File: src/rtl/kernel_convolve_3x3.sv
`default_nettype none
// ============================================================================
// Module      : kernel_convolve_3x3
// Description : Builds a 3x3 window from a 3-row column stream and convolves
//               each RGB565 channel with a frame-latched signed 3x3 kernel.
//               The shifted sums are reduced back to 5/6/5 bits and packed.
//               Define SATURATE_EN to clamp each channel to its range. When it
//               is not defined, the low channel bits are kept and values wrap.
//               Latency is 4 cycles. Throughput is one pixel per cycle.
// Revision    : 1.0 - initial release
// ============================================================================
module kernel_convolve_3x3 #(
    parameter int HRES = 1280,
    parameter int VRES = 720
) (
    input  logic                     clk_in,
    input  logic                     rst_in,
    input  logic [2:0][15:0]         data_in,
    input  logic [$clog2(HRES)-1:0]  hcount_in,
    input  logic [$clog2(VRES)-1:0]  vcount_in,
    input  logic                     data_valid_in,
    input  logic [8:0][7:0]          coeff_in,
    input  logic [3:0]               shift_in,
    output logic [15:0]              pixel_out,
    output logic [$clog2(HRES)-1:0]  hcount_out,
    output logic [$clog2(VRES)-1:0]  vcount_out,
    output logic                     data_valid_out
);

    localparam int HW = $clog2(HRES);
    localparam int VW = $clog2(VRES);

    // Frame-latched kernel. The shift is carried alongside the data so that
    // pixels still in flight from the previous frame keep their own shift.
    logic [8:0][7:0]      r_coeff;
    logic [3:0]           r_shift;
    logic [3:0]           r_shift_s2;
    logic [3:0]           r_shift_s3;

    // Window columns: r_win[0] is the oldest (left), r_win[2] the newest.
    logic [2:0][15:0]     r_win [3];

    logic [5:0]           w_px   [9][3];
    logic signed [14:0]   w_prod [3][9];
    logic signed [14:0]   r_prod [3][9];
    logic signed [18:0]   w_sum  [3];
    logic signed [18:0]   r_sum  [3];
    logic signed [18:0]   w_shift[3];
    logic [5:0]           w_chan [3];
    logic [15:0]          w_pix;
    logic [15:0]          r_pix;
    logic                 w_unused;

    logic                 w_emit;
    logic                 w_frame_start;
    logic [3:0]           r_vld;
    logic [HW-1:0]        r_hc [4];
    logic [VW-1:0]        r_vc [4];

    assign w_frame_start = data_valid_in && (hcount_in == '0) && (vcount_in == '0);
    assign w_emit        = data_valid_in && (hcount_in >= HW'(2));

    // Capture kernel and shift on the first valid pixel of each frame.
    always_ff @(posedge clk_in or posedge rst_in) begin
        if (rst_in) begin
            r_coeff <= '0;
            r_shift <= '0;
        end else if (w_frame_start) begin
            r_coeff <= coeff_in;
            r_shift <= shift_in;
        end
    end

    // S1: the window advances only on valid columns, so gaps leave it intact.
    always_ff @(posedge clk_in or posedge rst_in) begin
        if (rst_in) begin
            r_win <= '{default: '0};
        end else if (data_valid_in) begin
            r_win[0] <= r_win[1];
            r_win[1] <= r_win[2];
            r_win[2] <= data_in;
        end
    end

    // Split each window tap into zero-extended channels. Tap t sits at row
    // t/3 and column t%3. One signed product is formed per tap and channel.
    for (genvar t = 0; t < 9; t++) begin : g_tap
        assign w_px[t][0] = {1'b0, r_win[t % 3][t / 3][15:11]};
        assign w_px[t][1] = r_win[t % 3][t / 3][10:5];
        assign w_px[t][2] = {1'b0, r_win[t % 3][t / 3][4:0]};
        for (genvar ch = 0; ch < 3; ch++) begin : g_mul
            assign w_prod[ch][t] = $signed(r_coeff[t]) * $signed({1'b0, w_px[t][ch]});
        end
    end

    // S2: register the products and the shift that belongs with them.
    always_ff @(posedge clk_in or posedge rst_in) begin
        if (rst_in) begin
            r_prod     <= '{default: '0};
            r_shift_s2 <= '0;
        end else begin
            r_prod     <= w_prod;
            r_shift_s2 <= r_shift;
        end
    end

    // Sum the nine products and reduce each channel to its field width.
    for (genvar ch = 0; ch < 3; ch++) begin : g_chan
        assign w_sum[ch] = 19'(r_prod[ch][0]) + 19'(r_prod[ch][1]) + 19'(r_prod[ch][2])
                         + 19'(r_prod[ch][3]) + 19'(r_prod[ch][4]) + 19'(r_prod[ch][5])
                         + 19'(r_prod[ch][6]) + 19'(r_prod[ch][7]) + 19'(r_prod[ch][8]);
        assign w_shift[ch] = r_sum[ch] >>> r_shift_s3;
`ifdef SATURATE_EN
        localparam logic signed [18:0] c_MAX = (ch == 1) ? 19'sd63 : 19'sd31;
        assign w_chan[ch] = w_shift[ch][18]        ? 6'd0 :
                            (w_shift[ch] > c_MAX)  ? c_MAX[5:0] :
                                                     w_shift[ch][5:0];
`else
        assign w_chan[ch] = (ch == 1) ? w_shift[ch][5:0] : {1'b0, w_shift[ch][4:0]};
`endif
    end

`ifdef SATURATE_EN
    assign w_unused = ^{w_chan[0][5], w_chan[2][5]};
`else
    assign w_unused = ^{w_shift[0], w_shift[1], w_shift[2], w_chan[0][5], w_chan[2][5]};
`endif

    assign w_pix = {w_chan[0][4:0], w_chan[1], w_chan[2][4:0]};

    // S3/S4: register the channel sums, then register the packed pixel.
    always_ff @(posedge clk_in or posedge rst_in) begin
        if (rst_in) begin
            r_sum      <= '{default: '0};
            r_shift_s3 <= '0;
            r_pix      <= '0;
        end else begin
            r_sum      <= w_sum;
            r_shift_s3 <= r_shift_s2;
            r_pix      <= w_pix;
        end
    end

    // Carry valid and the centre coordinates alongside the four data stages.
    always_ff @(posedge clk_in or posedge rst_in) begin
        if (rst_in) begin
            r_vld <= '0;
            r_hc  <= '{default: '0};
            r_vc  <= '{default: '0};
        end else begin
            r_vld <= {r_vld[2:0], w_emit};
            r_hc[0] <= hcount_in - HW'(1);
            r_vc[0] <= vcount_in;
            r_hc[1] <= r_hc[0];
            r_vc[1] <= r_vc[0];
            r_hc[2] <= r_hc[1];
            r_vc[2] <= r_vc[1];
            r_hc[3] <= r_hc[2];
            r_vc[3] <= r_vc[2];
        end
    end

    assign pixel_out      = r_pix;
    assign hcount_out     = r_hc[3];
    assign vcount_out     = r_vc[3];
    assign data_valid_out = r_vld[3];

endmodule
`default_nettype wire

File: config.mk
export PLATFORM = sky130hd
export DESIGN_NAME = kernel_convolve_3x3
export DESIGN_NICKNAME = d
export VERILOG_FILES = /design/src/rtl/kernel_convolve_3x3.sv
export SDC_FILE = /design/constraint.sdc
export NUM_CORES = 2
export LEC_CHECK = 0
export BUFFER_PORTS_ARGS = -buffer_cell sky130_fd_sc_hd__buf_4
export CAP_MARGIN = 20
export CORE_MARGIN = 2
export CORE_UTILIZATION = 50
export CTS_CLUSTER_SIZE = 24
export DETAILED_ROUTE_END_ITERATION = 8
export PLACE_DENSITY = 0.66
export SYNTH_ARGS = -nofsm -noshare
export SYNTH_HDL_FRONTEND = slang
export SYNTH_SLANG_ARGS = --single-unit
File: constraint.sdc
create_clock -name clk_in -period 27.3 [get_ports clk_in]
set_input_delay 2.73 -clock clk_in [delete_from_list [all_inputs] [get_ports clk_in]]
set_output_delay 2.73 -clock clk_in [all_outputs]
set_load 0.005 [all_outputs]
==> qor.txt <==
htree depth -> 3
Iter 0 DRT Violations -> 3166
Crit Path Max Fanout -> 126
Multi-input gate area -> 0.0521 sq mm
WL final -> 184 mm
CTS tree -> yes
Synth Area in Adders -> 0.397
Post-synth EDFFs -> 0
Layout Skew -> 35.1 ps
distinct cell type count after synthesis -> 73
Core Footprint -> 0.156 sq mm
Layout Cells excl Fill -> 9967
Syn Nets -> 9690
Post-CTS Hold Fix Bufs -> 0
dpl ws -> 21150 ps
Post-CTS Resized -> 0
initial antenna violation count -> 11
Rows -> 145
crit-path cells -> buf_4 -> inv_8 -> buf_4 -> buf_4 -> buf_4
chip width -> 401 um
Reg-to-Reg Start -> r_coeff[37]$_DFFE_PP0P_
RD Place Congestion -> 0.886
Final Net Count -> 9835
YS warnings -> 0
Final Max Slew Viols -> 0
type of the worst setup path -> in -> async
CP max stage cell -> buf_4
Post-synth top flop -> dfrtp_1
RSZ-0062 raised after global routing -> false
Total GRT Usage -> 0.237
setup violators final -> 0
PortBufs -> 185
GR Overflow Total -> 0
Reg area -> 0.0194 sq mm
filler cell count -> 13659
post-synthesis sequential area ratio -> 0.246
Min-Delay Path Class -> reg -> reg
Pleak -> 0.0464 uW
Die Y -> 401 um
Starting Density -> 0.504
Pwr Density -> 31.2 mW/mm^2
required time worst endpoint -> 28050 ps
final worst path period need -> 5250 ps
Layout area overhead -> 8.62%
DIE AREA -> 0.161 sq mm
Via Count -> 51779
CP dominant cell by count -> buf_4
Max transition margin -> 0.286
Hold EP -> r_hc[14]$_DFF_PP0_
worst reg2reg path endpoint -> r_prod[207]$_DFF_PP0_
pin count of the biggest net entering global routing -> 165
vias in the first global route -> 54559
CP max stage delay -> 780 ps
hold depth -> 0
wire per inst -> 18.5 um
worst vdd ir -> 50.5 uV
final count of hold timing violations -> 0
sum of negative setup slack -> 0 ps
mux share of post-synthesis cell area -> 0.0444
post-synthesis xor/xnor area fraction -> 0.0401
Synth Register Bits -> 776
TritonCTS Sinks -> 776
status -> finished clean
first-pass GRT wire length -> 300 mm
detailed placement HPWL -> 150 mm
Post-Syn Area -> 0.0788 sq mm
Max Buffers Root-to-Sink -> 3
I/O pins -> 186
FMAX -> 0.190 GHz
post-route ant nets -> 0
clock latency on the worst-skew pair -> 730 ps
MaxCap Viol Count -> 0
simple-gate share of the synthesized area -> 0.120
Yosys top cell area share -> 0.273
worst slew pin tran -> 1070 ps
Reg clk slew, reported paths -> 60 ps
largest family of logic cells by synthesized area -> adder cells
Syn Inst Count -> 7688
setup bufs post-CTS -> 0
Final WS setup -> 22050 ps
R2R cell count -> 15
Startpoint Class -> input pin
area leader, netlist -> fa_1
CP Capture Type -> async pin
r2r setup slk -> 22360 ps
final worst-path cycle share -> 0.192
DRC -> 0
Mapped Avg Cell Area -> 10.2 sq um
WP data arrival -> 6000 ps
fraction of layout cells with a size suffix above 1 -> 0.0792
antenna diode count -> 0
TritonCTS buffer count -> 93
placed insts -> 9795
Hold Startpoint -> r_hc[25]$_DFF_PP0_
Compound-Gate Fraction of Synth Area -> 0.0608
dominant cells by area after synthesis -> fa_1 (27%), dfrtp_1 (25%), ha_1 (12%)
Initial DRT Pass Iterations -> 5
vias per std cell -> 5.20
Async S/R FF share, synth -> 1.00
Clock Root Buffer -> clkbuf_16
[worst max-delay path by stage]
stage / endpoint / start / cells past startpoint
detailed placement: r_coeff[24]$_DFFE_PP0P_ / rst_in / 5
finish: r_coeff[32]$_DFFE_PP0P_ / rst_in / 5
global route: r_win[119]$_DFFE_PP0P_ / rst_in / 5
global placement: r_coeff[24]$_DFFE_PP0P_ / rst_in / 5
floorplan: hcount_out[0]$_DFF_PP0_ / rst_in / 1
CTS: r_win[72]$_DFFE_PP0P_ / rst_in / 5
[per-stage QoR]
step                      hold WS (ps)  utilization  area, sq um  total power, uW
after floorplan                    331            -        78800             1320
after global placement             332        0.527        82300             1390
after detailed placement           335        0.527        82300             1400
after CTS                          324        0.547        85600             2700
after global routing               329        0.547        85600             2770
final                              325        0.547        85600             2670
[cell type report]
| cell class | count | area share |
|---|---|---|
| tap | 2058 | 0.0301 |
| clock buffer | 116 | 0.0297 |
| inverter | 1709 | 0.0750 |
| sequential | 776 | 0.227 |
| clock inverter | 55 | 0.00792 |
| timing repair buffer | 237 | 0.0212 |
| multi-input combinational | 5016 | 0.609 |
[where the power goes]
part | internal (uW) | switching, uW | total, uW
Clock | 747 | 543 | 1290
Sequential | 1190 | 100 | 1290
Combinational | 44.6 | 44.8 | 89.4
Total | 1980 | 688 | 2670
[layout by cell type (no fill, tap or decap), drive strengths merged, types with 36 or more instances in the layout]
master	Yosys	routed
xnor2	256	256
nor2	188	188
mux2	235	235
nand3	51	51
inv	1708	1712
and2	853	853
o21a	50	50
a211oi	36	36
a21o	47	47
o21ai	132	132
ha	779	779
nor2b	46	46
dfrtp	776	776
o21bai	53	53
a21oi	246	246
nand2	394	394
clkbuf	144	116
nor3	84	84
fa	1075	1075
xor2	105	105
mux2i	47	47
buf	43	237
[metal layers]
| metal | vias to the layer above | global-route usage | routed length (um) |
|---|---|---|---|
| met3 | 214 | 0.0352 | 9680 |
| met2 | 1044 | 0.375 | 83400 |
| met5 | - | 0 | 20 |
| met1 | 26417 | 0.344 | 86300 |
| li1 | 24102 | - | - |
| met4 | 2 | 0.0580 | 4680 |
[synthesized netlist by cell type, drive strengths merged (53+ instances only)]
library cell	number
o21ai	132
inv	1708
ha	779
mux2	235
nand2	394
xor2	105
a21oi	246
o21bai	53
xnor2	256
clkbuf	144
nor3	84
nor2	188
dfrtp	776
fa	1075
and2	853
[registers in the layout (all words and copies together) (netlist names)]
register,count
pixel_out,16
r_shift,4
r_prod,387
hcount_out,11
r_hc,33
r_win,144
vcount_out,10
r_sum,57
r_vld,4
r_coeff,72
r_shift_s3,4
r_shift_s2,4
r_vc,30
[critical path: cells and delay by family]
family	cells	cell delay (ps)
buffers and inverters	5	2970
[kinds of logic after synthesis]
| group | Yosys count |
|---|---|
| flip-flops | 776 |
| AND/OR/NAND/NOR | 1754 |
| adder cells (fa/ha/maj) | 1854 |
| AO/OA/AOI/OAI | 748 |
| multiplexers | 299 |
| buffers and inverters | 1896 |
| XOR/XNOR | 361 |
(Power assumes the default switching activity.)
